### config.mk
export PLATFORM = sky130hd
export DESIGN_NAME = pwm_duty_feeder
export DESIGN_NICKNAME = d
export VERILOG_FILES = /design/src/rtl/pwm_duty_feeder.sv
export SDC_FILE = /design/constraint.sdc
export NUM_CORES = 1
export LEC_CHECK = 0
export CELL_PAD_IN_SITES_DETAIL_PLACEMENT = 1
export CELL_PAD_IN_SITES_GLOBAL_PLACEMENT = 1
export CORE_ASPECT_RATIO = 1.25
export CORE_UTILIZATION = 30
export CTS_CLUSTER_SIZE = 10
export DETAILED_ROUTE_END_ITERATION = 8
export MAX_ROUTING_LAYER = met4
export PLACE_DENSITY_LB_ADDON = 0.1
export SETUP_SLACK_MARGIN = 0.1
export SKIP_LAST_GASP = 1
export SYNTH_ARGS = -nofsm -noshare
export SYNTH_HDL_FRONTEND = slang
export SYNTH_SLANG_ARGS = --single-unit
### constraint.sdc
create_clock -name clk -period 7.05 [get_ports clk]
set_input_delay 1.41 -clock clk [delete_from_list [all_inputs] [get_ports clk]]
set_output_delay 1.41 -clock clk [all_outputs]
set_load 0.02 [all_outputs]
### src/rtl/pwm_duty_feeder.sv
// Duty-cycle feeder: buffers 8-bit duty samples in a small FIFO and hands them
// to a PWM generator only at period boundaries, slew-limited by MAX_STEP.
module pwm_duty_feeder #(
    parameter int PERIOD   = 256,
    parameter int DEPTH    = 4,
    parameter int MAX_STEP = 255
) (
    input  logic                   clk,
    input  logic                   rst_n,
    input  logic [7:0]             s_data,
    input  logic                   s_valid,
    output logic                   s_ready,
    input  logic                   clr_underrun,
    output logic [7:0]             duty_cycle,
    output logic                   period_start,
    output logic                   underrun,
    output logic [$clog2(DEPTH):0] level
);
    localparam int AW = $clog2(DEPTH);
    localparam int LW = AW + 1;
    localparam int CW = $clog2(PERIOD);
    localparam logic [CW-1:0] CNT_LAST = CW'(PERIOD - 1);
    localparam logic [LW-1:0] LVL_FULL = LW'(DEPTH);
    localparam logic [7:0]    STEP_MAX = 8'(MAX_STEP);

    typedef enum logic [1:0] {WAIT_FIRST, RUN, STARVED} state_t;

    state_t        state_q, state_d;
    logic [CW-1:0] cnt_q, cnt_d;
    logic          period_start_q;
    logic [7:0]    duty_q, duty_d;
    logic [7:0]    target_q, target_d;
    logic          underrun_q, underrun_d;
    logic [LW-1:0] level_q, level_d;
    logic [AW-1:0] wr_ptr_q, rd_ptr_q;
    logic [7:0]    mem_q [DEPTH];

    logic boundary, push, pop, starve;

    // Move cur toward tgt by at most MAX_STEP; magnitude is taken first so
    // the step never wraps through 0 or 255.
    function automatic logic [7:0] slew(input logic [7:0] cur, input logic [7:0] tgt);
        logic [7:0] diff;
        diff = (tgt >= cur) ? (tgt - cur) : (cur - tgt);
        if (diff > STEP_MAX) diff = STEP_MAX;
        return (tgt >= cur) ? (cur + diff) : (cur - diff);
    endfunction

    always_comb begin
        boundary = (cnt_q == CNT_LAST);
        s_ready  = rst_n && (level_q != LVL_FULL);
        push     = s_valid && s_ready;
        pop      = boundary && (duty_q == target_q) && (level_q != '0);
    end

    always_comb begin
        state_d    = state_q;
        underrun_d = underrun_q;
        starve     = 1'b0;
        case (state_q)
            WAIT_FIRST: if (pop) state_d = RUN;
            RUN: begin
                if (boundary && (duty_q == target_q) && (level_q == '0)) begin
                    state_d = STARVED;
                    starve  = 1'b1;
                end
            end
            STARVED: if (pop) state_d = RUN;
            default: state_d = WAIT_FIRST;
        endcase
        if (starve) underrun_d = 1'b1;
        else if (clr_underrun) underrun_d = 1'b0;
    end

    // A freshly popped sample is slewed toward in the same boundary cycle.
    always_comb begin
        target_d = pop ? mem_q[rd_ptr_q] : target_q;
        duty_d   = boundary ? slew(duty_q, target_d) : duty_q;
        cnt_d    = boundary ? '0 : cnt_q + CW'(1);
        case ({push, pop})
            2'b10:   level_d = level_q + LW'(1);
            2'b01:   level_d = level_q - LW'(1);
            default: level_d = level_q;
        endcase
    end

    always_ff @(posedge clk) begin
        if (!rst_n) begin
            state_q        <= WAIT_FIRST;
            cnt_q          <= '0;
            period_start_q <= 1'b0;
            duty_q         <= '0;
            target_q       <= '0;
            underrun_q     <= 1'b0;
            level_q        <= '0;
            wr_ptr_q       <= '0;
            rd_ptr_q       <= '0;
        end else begin
            state_q        <= state_d;
            cnt_q          <= cnt_d;
            period_start_q <= (cnt_q == '0);
            duty_q         <= duty_d;
            target_q       <= target_d;
            underrun_q     <= underrun_d;
            level_q        <= level_d;
            wr_ptr_q       <= push ? wr_ptr_q + AW'(1) : wr_ptr_q;
            rd_ptr_q       <= pop ? rd_ptr_q + AW'(1) : rd_ptr_q;
        end
    end

    always_ff @(posedge clk) begin
        if (push) mem_q[wr_ptr_q] <= s_data;
    end

    assign duty_cycle   = duty_q;
    assign period_start = period_start_q;
    assign underrun     = underrun_q;
    assign level        = level_q;

endmodule

Yosys cells after proc, flatten, opt, wreduce, memory -nomap -nowiden
Memory sizes are Yosys's and may differ from the RTL's. A register that Yosys moved wholly into a read port is not among the register bits.
Index checks and enable logic that the tools add are counted.
{"block": "op_classes", "addsub": 9, "mul": 0, "div_mod_pow": 0, "magnitude_cmp": 2, "n_eq_ne": 9, "shift": 0, "muxes": 16, "n_bitwise": 1, "reduce_logical": 14}
{"cell": "8-bit 2-to-1 mux", "n": 4}
{"cell": "8-bit subtractor", "n": 3}
{"cell": "8-bit by 1-bit adder with 8-bit output (second input constant)", "n": 1}
{"cell": "8-bit adder", "n": 1}
{"cell": "8-bit equality test", "n": 1}
{"cell": "8-bit equality test (second input constant)", "n": 1}
{"cell": "8-bit >= comparator", "n": 1}
{"cell": "8-bit > comparator (second input constant)", "n": 1}
{"cell": "8-bit zero test", "n": 1}
{"cell": "2-bit 2-to-1 mux", "n": 4}
{"cell": "1-bit 2-to-1 mux", "n": 6}
{"cell": "3-bit case mux with 2 select lines", "n": 1}
{"cell": "1-bit logical AND", "n": 5}
{"cell": "2-bit by 1-bit adder with 2-bit output (second input constant)", "n": 2}
{"cell": "2-bit by 1-bit equality test with 1-bit output (second input constant)", "n": 2}
{"cell": "2-bit equality test (second input constant)", "n": 2}
{"cell": "2-bit case mux with 2 select lines", "n": 1}
{"cell": "2-bit nonzero test", "n": 2}
{"cell": "2-bit OR reduction", "n": 2}
{"cell": "3-bit by 1-bit adder with 3-bit output (second input constant)", "n": 1}
{"cell": "3-bit zero test", "n": 1}
{"cell": "3-bit != test (second input constant)", "n": 1}
{"cell": "3-bit nonzero test", "n": 1}
{"cell": "3-bit by 1-bit subtractor with 3-bit output (second input constant)", "n": 1}
{"cell": "other kinds (5)", "n": 5}
{"block": "totals", "regBits": 35, "latch_bits": 0, "ramBits": 32, "romBits": 0, "inputBits": 12, "word_cells": 61, "mem_count": 1}
{"memory": "mem_q", "words": 4, "width": 8, "read_ports": 1, "rd_ports_with_merged_regs": 1, "write_ports": 1, "line_no": "36", "rtl": "logic [7:0] mem_q [DEPTH];"}

Logic depth before layout (Yosys ltp)
Gate-level depths: netlist (run 1).
{"block": "logic_depth", "ltp_word": 10, "depth_mapped": 28}

Worst setup path before layout (run 1)
Ideal clock, no wire load.
{"block": "synth_timing", "path_type": "register to register", "start": "reg duty_q[1] (netlist: duty_cycle[1])", "end": "reg duty_q[7] (netlist: duty_cycle[7])", "setup_ns": 0.067, "arrival_time_ns": 5.704, "required_ns": 6.983, "path_slack_ns": 1.279, "stages_incl_launch_ff": 29, "n_path_buf": 3, "path_cell_list": "dfxtp_1 > xor2_1 > nor4_2 > nand2_1 > nor3_1 > clkbuf_1 > mux2i_1 > inv_1 > ha_1 > clkbuf_1 > nand4_1 > a31o_2 > nand2_1 > buf_2 > nor2_1 > a21oi_1 > inv_1 > ha_1 > nor2_1 > xnor2_1 > ha_1 > a21oi_1 > o21ai_1 > a21o_1 > a21oi_1 > o21ai_1 > xnor2_1 > or3_2 > a21oi_2"}
{"block": "synth_via", "elab_chain_len": 10}
{"element": "start, declared", "line_no": "31", "rtl": "logic [7:0] duty_q, duty_d;"}
{"element": "start signal, assigned", "line_no": "102", "rtl": "duty_q <= duty_d;"}
{"element": "8-bit equality test *", "line_no": "53", "rtl": "pop = boundary && (duty_q == target_q) && (level_q != '0);"}
{"element": "1-bit logical AND * (2 in series)", "line_no": "53"}
{"element": "8-bit 2-to-1 mux *", "line_no": "77", "rtl": "target_d = pop ? mem_q[rd_ptr_q] : target_q;"}
{"element": "net target_d[2]", "line_no": "32", "rtl": "logic [7:0] target_q, target_d;"}
{"element": "8-bit subtractor or 8-bit >= comparator (tied branches)", "line_no": "44, 46"}
{"element": "8-bit 2-to-1 mux", "line_no": "44", "rtl": "diff = (tgt >= cur) ? (tgt - cur) : (cur - tgt);"}
{"element": "8-bit > comparator", "line_no": "45", "rtl": "if (diff > STEP_MAX) diff = STEP_MAX;"}
{"element": "8-bit 2-to-1 mux", "line_no": "45"}
{"element": "8-bit subtractor or 8-bit adder (tied branches)", "line_no": "46", "rtl": "return (tgt >= cur) ? (cur + diff) : (cur - diff);"}
{"element": "8-bit 2-to-1 mux *", "line_no": "46"}
Mark *: on every way through the listed nets, which the timed path passes. The rest lies on a longest branch.
A chain may end at the register's enable or synchronous reset.

Final worst setup path (run 1)
Same ends and word-level chain as after synthesis.

==> impl_metrics.json, run 1 <==
{
  "status": "complete, no violations",
  "busiest_layer": "met2",
  "via_per_inst": 4.79,
  "cts_setup_buffers": 0,
  "fin_crit_ns": 5.98,
  "use_met1_pct": 16.9,
  "power_leakage_uw": 0.00190,
  "core_area_mm2": 0.0127,
  "clk_latency_ns": 0.33,
  "clock_sinks": 69,
  "vias": 2745,
  "dp_hpwl_mm": 7.37,
  "pwr_density_cell_mw_per_mm2": 202,
  "pin_count": 26,
  "cts_hold_buffers": 0,
  "h-tree-depth": 3,
  "yosys_most_used_dff": "dfxtp_1",
  "synth_cells": 372,
  "post-route-period-util_pct": 84.8,
  "die_area_mm2": 0.0136,
  "ys_seq_elements": 69,
  "ys_warn_count": 0,
  "synth_edf_count": 32,
  "fmax_mhz": 167,
  "grt_setup_unrepaired": "no",
  "crit_fanout": 12,
  "setup_viol": 0,
  "hold_path_class": "register to register",
  "cp_data_required_time_ns": 7.31,
  "die_w_um": 104,
  "ant_nets": 0,
  "final_cell_mix": "nor2_1, dfxtp_1, edfxtp_1",
  "clkSlewWorstSetupHoldPaths_ns": 0.06,
  "synth_area_mm2": 0.00393,
  "numCtsBuffers": 9,
  "p_total_uw": 949,
  "antennaDiodeCount": 0,
  "io_buffers": 25,
  "postSynthAreaPerCell_um2": 10.6,
  "grtUsageMet2_pct": 28.7,
  "grt_pass1_wl_mm": 15.6,
  "gp_congestion": 0.806,
  "timing.setup.tns_ns": 0,
  "drc_errors": 0,
  "fill_cells": 1409,
  "post_cts_resized": 0,
  "wl_per_cell_um": 16.6,
  "die_h_um": 130,
  "firstDrtPassIters": 4,
  "drv_slew": 0,
  "first_global_vias": 2931,
  "tritoncts": "yes",
  "min_from": "state_q[1]",
  "r2r-start": "duty_cycle[1]",
  "overflow": 0,
  "use_met3_pct": 2.75,
  "row_count": 46,
  "synth_fp_nets": 417,
  "nNetsFinal": 445,
  "layout_commonest_cell": "nor2_1",
  "relSlewSlack_pct": 50.7,
  "skew_ns": 0.00885,
  "synth_cell_types": 58,
  "max-cap-violations": 0,
  "final_hold_viol_count": 0,
  "antenna_found_initial": 0,
  "irDropWorstVdd_mv": 0.154,
  "critPathKind": "register to register",
  "clockBufferDepth": 2,
  "drive_gt1_share_pct": 9.88,
  "start_util_pct": 30.9,
  "tightest_slew_ns": 0.739,
  "drt-initial-drc-count": 71,
  "area_growth_pct": 19.4,
  "startpoint": "duty_cycle[1]",
  "arrival_ns": 6.24,
  "synth_seq_area_share_pct": 43.3,
  "cp-start-kind": "register",
  "cts_root_buffer": "clkbuf_16",
  "async_flop_share_pct": 0,
  "wirelength_mm": 9.52,
  "grtUsageTotal_pct": 15.8,
  "grt_max_degree": 31,
  "crit_path_end_kind": "register"
}
==> through the flow <==
| stage | cells | hold slack, ns | util, % | worst slack, ns | area, um2 |
|---|---|---|---|---|---|
| after floorplan | 372 | 0.427 | - | 1.28 | 3930 |
| after global placement | 557 | 0.458 | 34.3 | 1.14 | 4360 |
| after detailed placement | 557 | 0.462 | 34.3 | 1.05 | 4360 |
| after CTS | 573 | 0.474 | 36.9 | 1.01 | 4690 |
| after global routing | 573 | 0.510 | 36.9 | 0.516 | 4690 |
| final | 573 | 0.461 | 36.9 | 1.07 | 4690 |
==> cells in the mapped netlist, types with 3 or more instances <==
master	instances	share of area (%)
fa_1	4	2.0
a31oi_1	3	0.48
mux2_2	5	1.4
nor3_1	3	0.38
o21ai_0	10	1.3
a21o_1	6	1.1
clkbuf_1	8	0.76
nor2_1	42	4.0
mux2i_1	4	1.0
ha_1	29	9.2
mux4_1	7	4.7
xor2_1	19	4.2
a21oi_1	23	2.9
nand3_1	8	1.0
edfxtp_1	32	24
inv_1	31	3.0
and3_1	7	1.1
o31ai_1	3	0.57
and2_1	4	0.64
nand2_1	19	1.8
nand4_1	3	0.48
o21a_1	4	0.76
xnor2_1	16	3.6
o21ai_1	7	0.89
dfxtp_1	37	19
==> logic make-up (layout without fill, tap and decap cells) <==
| kind of cell | after synthesis | count (layout) | share of synthesized area (%) |
|---|---|---|---|
| AND/OR/NAND/NOR | 104 | 104 | 13.6 |
| AO/OA/AOI/OAI | 69 | 69 | 11.4 |
| flip-flops | 69 | 69 | 43.3 |
| buffers and inverters | 44 | 77 | 4.46 |
| XOR/XNOR | 36 | 36 | 8.22 |
| adder cells (fa/ha/maj) | 33 | 33 | 11.3 |
| multiplexers | 17 | 17 | 7.71 |
==> cell type report <==
cell class / instances / area, um2 / area share, %
tap: 168 / 210 / 4.48
multi-input combinational: 259 / 2050 / 43.7
sequential: 69 / 1700 / 36.3
clock buffer: 11 / 264 / 5.63
clock inverter: 5 / 63.8 / 1.36
inverter: 33 / 125 / 2.67
timing repair buffer: 28 / 273 / 5.82
==> sequential cells by signal, indices dropped and copies added (netlist names), named ones only <==
signal and count:
mem_q 32, cnt_q 8, duty_cycle 8, target_q 8
level 3, rd_ptr_q 2, state_q 2, wr_ptr_q 2
period_start 1, underrun 1
==> where the power goes <==
| group | leakage [uW] | total [uW] | switching, uW | internal [uW] |
|---|---|---|---|---|
| sequential | 0.000590 | 433 | 5.09 | 428 |
| combinational | 0.00115 | 37.8 | 20.6 | 17.2 |
| clock | 0.000157 | 478 | 171 | 307 |
==> metal layers <==
layer | part of all wire, % | vias up
met3 | 2.0 | 13
met2 | 53 | 30
met5 | 0 | -
met4 | 2.0 | 0
met1 | 43 | 1327
li1 | - | 1375
==> path summary, 6_finish.rpt <==
check / end / slack, ns / cells past startpoint
max reg2reg: duty_cycle[7] / 1.07 / 26
max: duty_cycle[7] / 1.07 / 26
min: state_q[0] / 0.46 / 1
min reg2reg: state_q[0] / 0.46 / 1
==> critical path, stage by stage (launching register included) <==
cell and delay, ns:
dfxtp_1 0.59, xor2_1 0.14, nor4_2 0.31, nand2_1 0.14
nor3_1 0.20, buf_4 0.24, mux2i_1 0.32, inv_1 0.08
ha_1 0.50, nand4_1 0.18, a31o_2 0.30, nand2_1 0.32
nor2_1 0.07, a21oi_1 0.17, inv_1 0.07, ha_1 0.20
nor2_1 0.13, xnor2_1 0.16, ha_1 0.28, a21oi_1 0.13
o21ai_1 0.12, a21o_1 0.22, a21oi_1 0.21, o21ai_1 0.12
xnor2_1 0.14, or3_2 0.43, a21oi_2 0.15
Power figures use the tool's default switching activity.
==> inputs of run 2 (changes only) <==
==> constraint.sdc (replaced) <==
create_clock -name clk -period 5.04 [get_ports clk]
set_input_delay 1.008 -clock clk [delete_from_list [all_inputs] [get_ports clk]]
set_output_delay 1.008 -clock clk [all_outputs]
set_load 0.02 [all_outputs]
==> run 2 against run 1 <==
  * Register-to-register slack got worse by 1.0 ns
  * Highest routed layer unchanged
  * Sequential power grew 39%
  * Clock power rose by 37%
  * Non-clock buffer count is 66 higher
  * Sequential share of layout area shrank 5.9 points
  * Critical path depth shrank 2
==> impl_metrics.json, run 2 (synthesis gave the netlist of run 1 again) <==
{
  "status": "complete, no violations",
  "clockBufferDepth": 2,
  "ant_nets": 0,
  "clk_latency_ns": 0.33,
  "dp_hpwl_mm": 8.19,
  "cts_hold_buffers": 0,
  "firstDrtPassIters": 4,
  "fin_util_pct": 44.5,
  "grt_max_degree": 31,
  "crit_path_max_incr_delay_ns": 0.56,
  "ff2ff_path_depth": 24,
  "via_per_inst": 4.84,
  "wirelength_mm": 11.1,
  "gp_congestion": 0.850,
  "final_hold_viol_count": 0,
  "path_cells": "xor2_2 -> nor4_4 -> nand2_2 -> nor3_4 -> buf_12 -> buf_8 -> mux2_4 -> ha_4 -> nand4_1 -> a31oi_2 -> buf_4 -> buf_4 -> nor2_4 -> a21o_1 -> xnor2_2 -> or4_4 -> nand2_4 -> xnor2_4 -> ha_4 -> nand2_2 -> o21ai_2 -> xnor2_2 -> or3_4 -> a21oi_2",
  "pwr_density_cell_mw_per_mm2": 233,
  "skew_ns": 0.00571,
  "vias": 3093,
  "die_area_mm2": 0.0136,
  "wl_met1_mm": 4.51,
  "nNetsFinal": 511,
  "wl_met2_mm": 6.08,
  "wl_per_cell_um": 17.4,
  "crit_path_end_kind": "register",
  "core_area_mm2": 0.0127,
  "timing.setup.tns_ns": 0,
  "power_leakage_uw": 0.00237,
  "overflow": 0,
  "fin_crit_ns": 4.97,
  "h-tree-depth": 3,
  "setup_viol": 0,
  "cp-start-kind": "register",
  "grt_pass1_wl_mm": 18.0,
  "wl_met3_um": 198,
  "arrival_ns": 5.23,
  "die_w_um": 104,
  "layout_commonest_cell": "buf_4",
  "numCtsBuffers": 9,
  "start_util_pct": 30.9,
  "grtUsageTotal_pct": 18.1,
  "tritoncts": "yes",
  "antennaDiodeCount": 0,
  "drt-initial-drc-count": 71,
  "relSlewSlack_pct": 68.0,
  "drv_slew": 0,
  "crit_fanout": 6,
  "clkSlewWorstSetupHoldPaths_ns": 0.05,
  "post-route-period-util_pct": 98.7,
  "largest_register_ffs": 32,
  "cp_data_required_time_ns": 5.30,
  "area_growth_pct": 44.1,
  "irDropWorstVdd_mv": 0.177,
  "critPathKind": "register to register",
  "first_global_vias": 3470,
  "drive_gt1_share_pct": 36.5,
  "max-cap-violations": 0,
  "min_path_cells": 1,
  "cp_slowest_cell": "or4_4",
  "highest_layer": "met4",
  "io_buffers": 25,
  "die_h_um": 130,
  "clock_sinks": 69,
  "pin_count": 26,
  "drc_errors": 0,
  "top_register": "mem_q",
  "tightest_slew_ns": 0.476,
  "row_count": 46,
  "p_total_uw": 1320,
  "cts_root_buffer": "clkbuf_16",
  "final_cell_mix": "buf_4, nor2_1, edfxtp_1",
  "grt_setup_unrepaired": "yes",
  "hold_path_class": "register to register",
  "antenna_found_initial": 0,
  "fmax_mhz": 201
}
-- run 2: changes by cell type in the layout (fill, tap and decap cells not counted), moves of 4 or more --
cell,delta
nand2_1,-5
ha_4,+8
a21oi_2,+8
dfxtp_1,-10
ha_1,-9
xnor2_1,-8
o21ai_2,+4
buf_4,+63
xor2_2,+5
dfxtp_2,+8
xor2_1,-5
xnor2_2,+6
a21oi_1,-9
-- run 2: area by class of cell --
type	count	area, um2
Clock buffer	11	233
Clock inverter	5	76.3
Fill cell	1356	7060
Inverter	33	125
Multi-Input combinational cell	259	2490
Sequential cell	69	1720
Tap cell	168	210
Timing Repair Buffer	94	801
-- run 2: worst max-delay path, delay by kind of cell (launching register included) --
kind / cells / cell delay (ns)
AOI/OAI and AO/OA: 4 / 0.70
xor gates and xnor gates: 4 / 0.54
adders and majority gates: 2 / 0.55
buffers and inverters: 4 / 0.54
DFF: 1 / 0.33
muxes: 1 / 0.32
and+or+nand+nor: 9 / 1.90
-- run 2: power by group --
group	total (uW)	leakage, uW	switching (uW)	internal, uW
logic	59.2	0.00163	31.5	27.7
registers	603	0.000596	5.66	598
clock network	656	0.000147	226	430
total	1320	0.00237	263	1060
-- run 2: metrics by stage --
step	hold WS [ns]	cells	cell area, um2	setup slack [ns]
2_1_floorplan	0.427	372	4020	0.102
3_3_place_gp	0.451	602	4780	-0.243
3_5_place_dp	0.471	602	4780	-0.182
4_1_cts	0.482	631	5390	0.0323
5_1_grt	0.514	639	5660	-0.131
6_report	0.482	639	5660	0.0652
-- run 2: routing by layer --
layer | track usage, % | vias up
li1 | - | 1500
met1 | 19.0 | 1535
met2 | 33.5 | 37
met3 | 2.95 | 21
met4 | 7.82 | 0
met5 | - | -
-- run 2: repair_timing --
| action | 4_1_cts | 5_1_grt |
|---|---|---|
| buffers inserted | 13 | 9 |
| endpoints found under the setup margin | 2 | 4 |
| resized for setup | 36 | 37 |
| pin swaps | 31 | 33 |
-- run 2: final timing paths --
check | start | slack [ns] | endpoint
worst max-delay path | duty_cycle[2] | 0.07 | duty_cycle[7]
worst min-delay path | state_q[1] | 0.48 | state_q[0]
worst max register to register | duty_cycle[2] | 0.07 | duty_cycle[7]
worst min register to register | state_q[1] | 0.48 | state_q[0]
